File: src/rtl/mssd_pkg.sv
// MSSD shared definitions: frame FSM states, field widths and serial line levels.
// Imported by the frame transmitter and the MSSD receiver.
package mssd_pkg;
   typedef enum logic [2:0] {
      ST_IDLE, ST_START, ST_PORT, ST_COUNT, ST_DATA, ST_PARITY, ST_GAP
   } state_e;

   localparam int PORT_W = 2;
   localparam int CNT_W  = 4;
   localparam int DATA_W = 15;

   localparam logic START_LVL = 1'b0;
   localparam logic IDLE_LVL  = 1'b1;

   // Even parity over the header and the payload; bits above count are already zero.
   function automatic logic frame_parity(input logic [PORT_W-1:0] p,
                                         input logic [CNT_W-1:0]  c,
                                         input logic [DATA_W-1:0] d);
      return (^p) ^ (^c) ^ (^d);
   endfunction
endpackage

File: src/rtl/mssd_bit_timer.sv
// Bit-cell timer: counts 2*HALF_PERIOD cycles per cell, gives the strobe phase
// and a one-cycle tick on the last cycle of each cell.
module mssd_bit_timer #(
   parameter int HALF_PERIOD = 5
) (
   input  logic clock,
   input  logic reset,
   input  logic en_i,
   input  logic clr_i,
   input  logic strobe_en_i,
   output logic phase_o,
   output logic bit_end_o
);
   localparam int CW = $clog2(2 * HALF_PERIOD);
   localparam logic [CW-1:0] LAST = CW'(2 * HALF_PERIOD - 1);
   localparam logic [CW-1:0] HALF = CW'(HALF_PERIOD);

   logic [CW-1:0] cnt_q, cnt_d;
   logic          phase_q, phase_d;

   // Phase is derived from the next count so the strobe register lines up with the cell.
   always_comb begin
      cnt_d = cnt_q;
      if (clr_i) begin
         cnt_d = '0;
      end else if (en_i) begin
         if (cnt_q == LAST) cnt_d = '0;
         else               cnt_d = cnt_q + CW'(1);
      end else begin
         cnt_d = cnt_q;
      end
      phase_d = strobe_en_i && (cnt_d >= HALF);
   end

   always_ff @(posedge clock or negedge reset) begin
      if (!reset) begin
         cnt_q   <= '0;
         phase_q <= 1'b0;
      end else begin
         cnt_q   <= cnt_d;
         phase_q <= phase_d;
      end
   end

   assign phase_o   = phase_q;
   assign bit_end_o = en_i && (cnt_q == LAST);
endmodule

File: src/rtl/mssd_frame_tx.sv
// MSSD serial frame transmitter: start bit, port, count, payload, optional
// parity (MSSD_TX_PARITY_EN) and a one-cell idle gap.
module mssd_frame_tx
   import mssd_pkg::*;
#(
   parameter int HALF_PERIOD = 5
) (
   input  logic        clock,
   input  logic        reset,
   input  logic        start,
   input  logic [1:0]  port,
   input  logic [3:0]  count,
   input  logic [14:0] data,
   output logic        ready,
   output logic        ser_out,
   output logic        bit_clk,
   output logic        done
);
   localparam int HDR_W = PORT_W + CNT_W;
   localparam logic [CNT_W-1:0] DATA_W_C = CNT_W'(DATA_W);

   state_e                   state_q, state_d;
   logic [CNT_W-1:0]         bit_cnt_q, bit_cnt_d;
   logic [CNT_W-1:0]         count_q, count_d;
   logic [HDR_W-1:0]         hdr_q, hdr_d;
   logic [DATA_W-1:0]        data_q, data_d;
   logic                     ser_q, ser_d;
   logic                     ready_q, ready_d;
   logic                     done_q, done_d;
   logic [DATA_W-1:0]        aligned_s;
   logic                     accept_s, bit_end_s, strobe_en_s, post_bit_s;

   // Payload is left-aligned so data[count-1] sits in the MSB and unsent bits fall off.
   assign aligned_s = data << (DATA_W_C - count);

`ifdef MSSD_TX_PARITY_EN
   localparam state_e POST_DATA = ST_PARITY;
   logic parity_q, parity_d;
   assign post_bit_s = parity_q;
`else
   localparam state_e POST_DATA = ST_GAP;
   assign post_bit_s = IDLE_LVL;
`endif

   // Next-state logic: ser_out only changes on a cell boundary (bit_end) or on accept.
   always_comb begin
      state_d   = state_q;
      bit_cnt_d = bit_cnt_q;
      count_d   = count_q;
      hdr_d     = hdr_q;
      data_d    = data_q;
      ser_d     = ser_q;
      done_d    = 1'b0;
      accept_s  = 1'b0;
`ifdef MSSD_TX_PARITY_EN
      parity_d  = parity_q;
`endif
      case (state_q)
         ST_IDLE: begin
            if (start) begin
               accept_s  = 1'b1;
               state_d   = ST_START;
               ser_d     = START_LVL;
               bit_cnt_d = '0;
               count_d   = count;
               hdr_d     = {port, count};
               data_d    = aligned_s;
`ifdef MSSD_TX_PARITY_EN
               parity_d  = frame_parity(port, count, aligned_s);
`endif
            end else begin
               ser_d = IDLE_LVL;
            end
         end
         ST_START: begin
            if (bit_end_s) begin
               state_d   = ST_PORT;
               ser_d     = hdr_q[HDR_W-1];
               hdr_d     = hdr_q << 1;
               bit_cnt_d = '0;
            end else begin
               state_d = ST_START;
            end
         end
         ST_PORT: begin
            if (bit_end_s) begin
               ser_d = hdr_q[HDR_W-1];
               hdr_d = hdr_q << 1;
               if (bit_cnt_q == CNT_W'(PORT_W - 1)) begin
                  state_d   = ST_COUNT;
                  bit_cnt_d = '0;
               end else begin
                  bit_cnt_d = bit_cnt_q + CNT_W'(1);
               end
            end else begin
               state_d = ST_PORT;
            end
         end
         ST_COUNT: begin
            if (bit_end_s) begin
               if (bit_cnt_q == CNT_W'(CNT_W - 1)) begin
                  bit_cnt_d = '0;
                  if (count_q == '0) begin
                     state_d = POST_DATA;
                     ser_d   = post_bit_s;
                  end else begin
                     state_d = ST_DATA;
                     ser_d   = data_q[DATA_W-1];
                     data_d  = data_q << 1;
                  end
               end else begin
                  ser_d     = hdr_q[HDR_W-1];
                  hdr_d     = hdr_q << 1;
                  bit_cnt_d = bit_cnt_q + CNT_W'(1);
               end
            end else begin
               state_d = ST_COUNT;
            end
         end
         ST_DATA: begin
            if (bit_end_s) begin
               if ((bit_cnt_q + CNT_W'(1)) == count_q) begin
                  state_d   = POST_DATA;
                  ser_d     = post_bit_s;
                  bit_cnt_d = '0;
               end else begin
                  ser_d     = data_q[DATA_W-1];
                  data_d    = data_q << 1;
                  bit_cnt_d = bit_cnt_q + CNT_W'(1);
               end
            end else begin
               state_d = ST_DATA;
            end
         end
         ST_PARITY: begin
            if (bit_end_s) begin
               state_d = ST_GAP;
               ser_d   = IDLE_LVL;
            end else begin
               state_d = ST_PARITY;
            end
         end
         ST_GAP: begin
            if (bit_end_s) begin
               state_d = ST_IDLE;
               ser_d   = IDLE_LVL;
               done_d  = 1'b1;
            end else begin
               state_d = ST_GAP;
            end
         end
         default: begin
            state_d = ST_IDLE;
            ser_d   = IDLE_LVL;
         end
      endcase
      ready_d = (state_d == ST_IDLE);
   end

   assign strobe_en_s = (state_d != ST_IDLE) && (state_d != ST_GAP);

   mssd_bit_timer #(.HALF_PERIOD(HALF_PERIOD)) u_timer (
      .clock       (clock),
      .reset       (reset),
      .en_i        (state_q != ST_IDLE),
      .clr_i       (accept_s),
      .strobe_en_i (strobe_en_s),
      .phase_o     (bit_clk),
      .bit_end_o   (bit_end_s)
   );

   // Frame state, field shift registers and registered line outputs.
   always_ff @(posedge clock or negedge reset) begin
      if (!reset) begin
         state_q   <= ST_IDLE;
         bit_cnt_q <= '0;
         count_q   <= '0;
         hdr_q     <= '0;
         data_q    <= '0;
         ser_q     <= IDLE_LVL;
         ready_q   <= 1'b1;
         done_q    <= 1'b0;
`ifdef MSSD_TX_PARITY_EN
         parity_q  <= 1'b0;
`endif
      end else begin
         state_q   <= state_d;
         bit_cnt_q <= bit_cnt_d;
         count_q   <= count_d;
         hdr_q     <= hdr_d;
         data_q    <= data_d;
         ser_q     <= ser_d;
         ready_q   <= ready_d;
         done_q    <= done_d;
`ifdef MSSD_TX_PARITY_EN
         parity_q  <= parity_d;
`endif
      end
   end

   assign ready   = ready_q;
   assign ser_out = ser_q;
   assign done    = done_q;
endmodule

File: config.mk
export PLATFORM = sky130hd
export DESIGN_NAME = mssd_frame_tx
export DESIGN_NICKNAME = d
export VERILOG_FILES = /design/src/rtl/mssd_pkg.sv /design/src/rtl/mssd_bit_timer.sv /design/src/rtl/mssd_frame_tx.sv
export SDC_FILE = /design/constraint.sdc
export NUM_CORES = 1
export LEC_CHECK = 0
export ABC_AREA = 1
export CAP_MARGIN = 20
export CORE_MARGIN = 1
export CORE_UTILIZATION = 62
export CTS_CLUSTER_SIZE = 40
export DETAILED_ROUTE_END_ITERATION = 8
export PLACE_DENSITY = 0.87
export SYNTH_ARGS = -nofsm -noshare
export SYNTH_HDL_FRONTEND = slang
export SYNTH_SLANG_ARGS = --single-unit
File: constraint.sdc
create_clock -name clock -period 3.7 [get_ports clock]
set_input_delay 0.555 -clock clock [delete_from_list [all_inputs] [get_ports clock]]
set_output_delay 0.555 -clock clock [all_outputs]
set_load 0.03 [all_outputs]
==> out/results.ini <==
[clock_tree]
cts.clk_slew.worst_paths_ps = 80
cts_resized = 0
hold_buffers = 0
cts-root-buf = clkbuf_8
cts_tree = done
clk_path_buf_depth = 2
clock-sinks = 40
cts_made_buffers = 5
post_cts_buffers = 0
worstSkewPairLatency_ps = 290
h-tree-depth = 2

[yosys]
synth_top_cell_area_share = 0.3196
postSynthAreaPerCell_um2 = 6.732
netlist_instances = 442
synth_edf_count = 0
synth_nets = 468
synth_top_cell_by_area = dfrtp_1
yosysSeqAreaShare = 0.3373
async_reset_ff_frac = 1.000
synth_cell_types = 38
netlist_area_um2 = 2975
synthTopCellsByArea = dfrtp_1 (32%), nand2_1 (21%), nand3_1 (6.7%), inv_1 (5.2%), nor2_1 (4.2%)
yosys_register_bits = 40
yosys_warnings = 0
synthFlopType = dfrtp_1

[status]
status = finished, violations left
violations = DRC

[global_route]
grt-ovfl-total = 0
grt_pass1_vias = 2546
grt_start_max_net_pins = 41
grt_pass1_wl_um = 11200
antenna_found_initial = 0
track_usage = 0.2779

[layout]
final_cell_mix = nand2_1 (166), inv_1 (41), nand3_1 (40)
syn2layout_area_growth_pct = 10.51
ff_latch_area_um2 = 1003
final_area_um2 = 3288
post_route_cells_drive_above_1_share = 0.1082
nets = 487
fin_cells = 514
fillers = 367
final_common_cell = nand2_1
multi_input_area_um2 = 1672
diodes = 0

[detailed_routing]
wl_um = 6554
first_pass_iters = 8
vias = 2828
detail_route.wl_per_cell_um = 12.75
viasPerCell = 5.502
drtAntennaViolNets = 0
drt_drc_violations_left = 2
initialDrtViolationCount = 152

[worst_setup_path]
critPathRequiredTime_ps = 3880
critPathBufInv = 2
crit_start = count[0]
regToRegEndpoint = hdr_q[3]$_DFFE_PN0P_
cp_slowest_cell = clkdlybuf4s50_1
crit_path_cell_trace = clkdlybuf4s50_1 > inv_1 > nand2_1 > nand3_1 > nand3_1 > nand2_1 > a21boi_0 > o21ai_2
cp-end-kind = flip-flop
r2r_start = state_q[2]$_DFF_PN0_
r2r_slack_ps = 1640
slowest_delay_ps = 1070
crit_family = buffers and inverters
start_kind = input port
crit_type = in2reg
path_max_fanout = 32
arrival_ps = 2550
reg2regPathDepth = 6

[timing]
fmax_mhz = 422.1
clock_skew_ps = 1.847
fin_crit_sh = 0.6402
finalMaxSlewViolations = 0
timing.slew.headroom = 0.3925
grt_setup_unrepaired = false
setup_viol = 0
finalHoldViolCount = 0
tightest_slew_ps = 908.3
finalSetupTns_ps = 0
fin_ws_ps = 1331
fin_crit_ps = 2369

[floorplan]
core_area_um2 = 4474
die_w_um = 71.28
start_util = 0.6650
ios = 28
die_area_um2 = 5080
core.rowCount = 24
dieHeight_um = 71.28

[placed_design]
post-dp-hpwl_um = 4887
io_buffers = 27
pre_cts_ws_ps = 1044
gp_congestion = 0.9031
postPlaceCellArea_um2 = 3203
place_inst = 506

[pwr]
p_per_area_nw_per_um2 = 677.3
ir_drop_mv = 0.3906
power_leakage_nw = 1.675

[worst_hold_path]
min-delay-path-class = in2async

[job]
cap_violations = 0

cell families (layout without fill, tap and decap cells):
family,after synthesis,after routing,synth area share
compound gates,63,63,0.1320
xor+xnor,1,1,0.002944
fa+ha+maj,2,2,0.008409
buf+inv,65,85,0.1009
flops,40,40,0.3373
mux,1,1,0.003364
simple gates,270,270,0.4151
metrics by stage:
stage	util	total power, mW	hold WS (ps)
2_1_floorplan	-	1.719	259.4
3_3_place_gp	0.7159	1.895	463.8
3_5_place_dp	0.7159	1.934	465.5
4_1_cts	0.7349	2.232	414.0
5_1_grt	0.7349	2.424	455.0
6_report	0.7349	2.227	376.0
per-layer routing:
| metal | track usage | share of wire | vias to the layer above |
|---|---|---|---|
| met5 | 0 | 0 | - |
| met4 | 0.07111 | 0.012 | 0 |
| met3 | 0.04360 | 0.046 | 11 |
| met2 | 0.4952 | 0.50 | 78 |
| met1 | 0.3533 | 0.44 | 1285 |
| li1 | - | - | 1454 |
worst max-delay path by stage:
stage                                       end  slack, ps  cells past startpoint
after global routing      data_q[5]$_DFFE_PN0P_       1130                      8
after CTS                 data_q[5]$_DFFE_PN0P_       1360                      8
final                     data_q[5]$_DFFE_PN0P_       1330                      8
after detailed placement  data_q[5]$_DFFE_PN0P_       1040                      8
after global placement    data_q[5]$_DFFE_PN0P_       1110                      8
after floorplan           data_q[1]$_DFFE_PN0P_       2060                      9
synth_stat cells, types with 6 or more instances:
cell and number:
nand3_1 40, o21ai_0 24, nand2_1 166, inv_2 6
a21oi_1 9, dfrtp_1 38, buf_2 7, o211ai_1 12
nor2_1 33, inv_1 41, nand4_1 7, o21ai_2 7
where the power goes:
group          total, mW  internal [mW]  switching (mW)
sequential         0.755          0.623           0.132
combinational       1.18          0.411           0.772
clock              0.289          0.132           0.157
flip-flops by register name, indices dropped and copies added (netlist names), 3 cells and up:
register,flops
bit_cnt_q,4
count_q,4
data_q,15
hdr_q,6
state_q,3
u_timer.cnt_q,4
worst reg2reg max path: stages (launching register included):
cell and delay, ps:
dfrtp_1 640, inv_4 100, nand2_1 290, o21ai_2 110, nor3_2 540, o211ai_1 180
o21ai_0 120
final cells by class:
type / count / share of cell area
Clock buffer: 6 / 0.02207
Clock inverter: 2 / 0.003805
Inverter: 50 / 0.06012
Multi-Input combinational cell: 337 / 0.5084
Sequential cell: 40 / 0.3052
Tap cell: 52 / 0.01979
Timing Repair Buffer: 27 / 0.08067
Power figures use the tool's default switching activity.
